[config.mk]
export PLATFORM = sky130hd
export DESIGN_NAME = uart_tx
export DESIGN_NICKNAME = d
export VERILOG_FILES = /design/src/rtl/uart_tx.sv
export SDC_FILE = /design/constraint.sdc
export NUM_CORES = 1
export LEC_CHECK = 0
export BUFFER_PORTS_ARGS = -buffer_cell sky130_fd_sc_hd__buf_2
export CAP_MARGIN = 20
export CORE_MARGIN = 2
export CORE_UTILIZATION = 48
export DETAILED_ROUTE_END_ITERATION = 6
export MAX_ROUTING_LAYER = met4
export PLACE_DENSITY_LB_ADDON = 0.15
export REMOVE_ABC_BUFFERS = 1
export SETUP_SLACK_MARGIN = 0.02
export SYNTH_ARGS = -nofsm -noshare
export SYNTH_HDL_FRONTEND = slang
export SYNTH_SLANG_ARGS = --single-unit
[constraint.sdc]
create_clock -name clk -period 1.5 [get_ports clk]
set_input_delay 0.225 -clock clk [delete_from_list [all_inputs] [get_ports clk]]
set_output_delay 0.225 -clock clk [all_outputs]
set_load 0.02 [all_outputs]
[src/rtl/uart_tx.sv]
// uart_tx: LSB-first UART transmitter driven by an external baud tick.
// Ports:
//   clk, rstn            clock, asynchronous active-low reset
//   tx_data, tx_valid    word to send and its valid strobe
//   tx_ready             word accepted on an edge where tx_valid && tx_ready
//   parity_en/_odd       parity enable and odd/even select, captured per frame
//   baud_tick            one-cycle pulse ending each bit period
//   baud_en              runs the baud counter while a frame is in flight
//   tx, busy, tx_done    serial line, frame in progress, end-of-frame pulse
module uart_tx #(
    parameter int DATA_W    = 8,
    parameter int STOP_BITS = 1
) (
    input  logic              clk,
    input  logic              rstn,
    input  logic [DATA_W-1:0] tx_data,
    input  logic              tx_valid,
    output logic              tx_ready,
    input  logic              parity_en,
    input  logic              parity_odd,
    input  logic              baud_tick,
    output logic              baud_en,
    output logic              tx,
    output logic              busy,
    output logic              tx_done
);
    localparam int IW = $clog2(DATA_W);
    typedef enum logic [2:0] {IDLE, START, DATA, PARITY, STOP} state_t;
    state_t            state_q, state_d;
    logic [DATA_W-1:0] shift_q, shift_d;
    logic [IW-1:0]     idx_q, idx_d;
    logic              par_en_q, par_en_d;
    logic              par_q, par_d;
    logic              stop_q, stop_d;
    logic              done_q, done_d;
    always_ff @(posedge clk or negedge rstn) begin
        if (!rstn) begin
            state_q  <= IDLE;
            shift_q  <= '0;
            idx_q    <= '0;
            par_en_q <= 1'b0;
            par_q    <= 1'b0;
            stop_q   <= 1'b0;
            done_q   <= 1'b0;
        end else begin
            state_q  <= state_d;
            shift_q  <= shift_d;
            idx_q    <= idx_d;
            par_en_q <= par_en_d;
            par_q    <= par_d;
            stop_q   <= stop_d;
            done_q   <= done_d;
        end
    end
    always_comb begin
        state_d  = state_q;
        shift_d  = shift_q;
        idx_d    = idx_q;
        par_en_d = par_en_q;
        par_d    = par_q;
        stop_d   = stop_q;
        done_d   = 1'b0;
        case (state_q)
            IDLE: if (tx_valid) begin
                shift_d  = tx_data;
                idx_d    = '0;
                stop_d   = 1'b0;
                par_en_d = parity_en;
                // parity bit is fixed at capture so later input changes cannot leak in
                par_d    = ^tx_data ^ parity_odd;
                state_d  = START;
            end
            START: if (baud_tick) state_d = DATA;
            DATA: if (baud_tick) begin
                shift_d = shift_q >> 1;
                idx_d   = idx_q + 1'b1;
                if (idx_q == IW'(DATA_W - 1)) state_d = par_en_q ? PARITY : STOP;
            end
            PARITY: if (baud_tick) state_d = STOP;
            STOP: if (baud_tick) begin
                stop_d = stop_q + 1'b1;
                if (stop_q == 1'(STOP_BITS - 1)) begin
                    state_d = IDLE;
                    done_d  = 1'b1;
                end
            end
            default: state_d = IDLE;
        endcase
    end
    assign tx_ready = state_q == IDLE;
    assign busy     = !tx_ready;
    assign baud_en  = busy;
    assign tx_done  = done_q;
    assign tx = state_q == START  ? 1'b0 :
                state_q == DATA   ? shift_q[0] :
                state_q == PARITY ? par_q : 1'b1;
endmodule

==> metrics <==
largest net degree at the start of global routing 19; Crit-path slowest cell dfrtp_2; violated checks setup timing; pwr dens 1990 nW/um^2; Sum Neg Setup Slack -0.0271 ns; outcome finished with violations; TritonRoute pass-1 iters 3; Unique masters post-synth 32; unrepaired setup endpoints after global routing true; Post-DP HPWL 1.44 mm; Yosys warnings 0; Avg WL per Cell 13.9 microns; initial antenna violation count 0; # rows 16; vias per std cell 5.28; crit path capture type output port; Max Slew Vio Count 0; Ports 19; Placed Cells 139; P_leak 0.578 nW; Routability Congestion 0.797; layout filler cell count 179; WP data required 1.27 ns; Post-Syn Instances 95; Setup violations, final 1; fin cells 147; Post-Route WL 2.05 mm; # diodes 0; via count 776; H-tree levels 1; Final Util 63.0%; Die Wd 49.5 microns; chip height 49.5 microns; DP Area 1090 sq um; Tcrit/Tclk final 102%; Max Freq 655 MHz; die area 2450 sq um; Slew @ Worst Pin 0.400 ns; Mapped Area 992 sq um; worst-case clock buffer depth 2; vias in the first global route 828; critical path startpoint state_q[0]; Hold Violations, Final 0; Iter 0 DRT Violations 5; Seq/Total Area, Yosys 45.4%; Hold Crit Depth 2; CP Class reg2out; Max Clock Skew 0.00388 ns; CP cell instances nor3_4 -> a21oi_2 -> or2_4 -> buf_6; CTS tree built; first-pass GRT wire length 3.62 mm; Critical Path Source Type register; RR Startpoint state_q[1]; nets 138; CTS buffer count 3; post-route ant nets 0; Syn-to-layout area delta 24.6%; Worst Setup EP tx; CP max FO 4; setup ws final -0.0271 ns; Reg2Reg Depth 6; maximum VDD drop 0.00110 V; maximum capacitance violations 0; root buf cell clkbuf_4; Avg Cell Area, Syn 10.4 sq um; post-route DRC violation count 0; port buffer count 18; crit path DAT 1.30 ns; grt ovf 0; worst-skew pair later-pin latency 0.28 ns; design area 1240 sq um; Initial Utilization 50.6%; fin crit period 1.53 ns; # clock sinks 18; clock slew at reported path FFs 0.10 ns; RR Endpoint shift_q[7]; slew margin rel. 73.3%; CP max stage delay 0.45 ns; flop2flop setup slack 0.03 ns; Hold WC Path Type in2reg; layout cell share with drive strength beyond 1 37.5%; GRT Total Usage 20.3%; flop and latch count out of synthesis 18; core area 1960 sq um
==> synth_stat cells, drive strengths merged <==
cell / number / share of area, %
nand2b: 3 / 1.9
xor2: 2 / 1.8
inv: 2 / 0.76
nand2: 13 / 4.9
a22o: 1 / 0.88
a32o: 2 / 2.0
buf: 7 / 6.3
nand4: 1 / 0.63
a21oi: 3 / 1.5
or3: 1 / 0.63
nor2b: 1 / 0.63
clkbuf: 1 / 1.4
nor3: 3 / 1.5
a221oi: 1 / 0.88
o21ai: 12 / 6.4
o31ai: 2 / 1.5
ha: 2 / 2.5
nand3: 1 / 0.50
nor2: 2 / 0.76
mux2: 1 / 1.1
or2: 1 / 0.63
xnor3: 1 / 2.3
xnor2: 4 / 3.5
and3: 1 / 0.63
nor4b: 1 / 0.88
mux2i: 8 / 8.1
dfrtp: 18 / 45
==> cell type report <==
type                            instances  area, sq um  share of cell area [%]
Clock buffer                            3         22.5                    1.82
Timing Repair Buffer                   30          221                    17.9
Tap cell                               27         33.8                    2.73
Inverter                                2         7.51                   0.607
Sequential cell                        18          453                    36.6
Multi-Input combinational cell         67          498                    40.3
==> sequential cells by signal, summed over array words and instances (netlist names) <==
name / cells
shift_q: 8
tx_done: 1
par_en_q: 1
stop_q: 1
idx_q: 3
par_q: 1
state_q: 3
==> worst max-delay path: cells and delay by family (launching register included) <==
| family | cells | cell delay [ns] |
|---|---|---|
| AOI/OAI and AO/OA | 1 | 0.04 |
| DFF | 1 | 0.45 |
| buffers and inverters | 1 | 0.13 |
| and+or+nand+nor | 2 | 0.40 |
==> worst min path at each step <==
stage	from	endpoint	slack, ns
floorplan	rstn	idx_q[0]	-0.07
global placement	rstn	par_en_q	0.18
detailed placement	rstn	par_en_q	0.18
CTS	parity_en	par_en_q	0.18
global route	parity_en	par_en_q	0.18
finish	parity_en	par_en_q	0.19
==> metrics by stage <==
stage | power (mW) | worst slack [ns] | hold WS [ns]
2_1_floorplan | 1.51 | -0.517 | -0.0706
3_3_place_gp | 1.84 | 0.0578 | 0.178
3_5_place_dp | 1.89 | 0.0305 | 0.178
4_1_cts | 2.36 | -0.0355 | 0.183
5_1_grt | 2.64 | -0.0895 | 0.179
6_report | 2.46 | -0.0271 | 0.185
==> timing repair <==
action / in CTS / in global routing
gates resized for setup: 16 / 9
hold buffers: 1 / 0
setup endpoints to repair: 4 / 14
endpoints found under the hold margin: 18 / 0
setup buffers: 5 / 0
pin swaps: 2 / 1
==> layout by cell type, fill, tap and decap left out, types with 2 or more instances in the layout <==
| cell | instances |
|---|---|
| a32o_1 | 2 |
| nand2_1 | 12 |
| xnor2_1 | 4 |
| o21ai_2 | 2 |
| buf_4 | 8 |
| nor2_1 | 2 |
| o21ai_0 | 2 |
| o21ai_1 | 8 |
| a21oi_1 | 2 |
| buf_6 | 5 |
| clkbuf_4 | 3 |
| xor2_1 | 2 |
| inv_2 | 2 |
| buf_2 | 15 |
| mux2i_1 | 8 |
| nor3_4 | 2 |
| dfrtp_1 | 16 |
| nand2b_1 | 3 |
| ha_1 | 2 |
| o31ai_1 | 2 |
| dfrtp_2 | 2 |
==> per-layer routing <==
layer	vias up	track usage, %	routed length [microns]
li1	382	-	-
met4	0	12.0	44
met2	17	32.7	1030
met3	6	3.33	58
met1	371	24.0	915
met5	-	-	0
==> report_power, final <==
part | internal [mW] | switching, mW
registers | 0.696 | 0.173
logic | 0.701 | 0.663
clock network | 0.0930 | 0.134
==> cell families (layout without fill, tap and decap cells) <==
logic type | count (synthesis) | count (layout) | synth area share (%)
xor+xnor | 7 | 7 | 7.57
mux | 9 | 9 | 9.21
fa+ha+maj | 2 | 2 | 2.52
buf+inv | 10 | 35 | 8.45
flops | 18 | 18 | 45.4
simple gates | 28 | 28 | 13.6
compound gates | 21 | 21 | 13.2
Power figures use the tool's default switching activity.
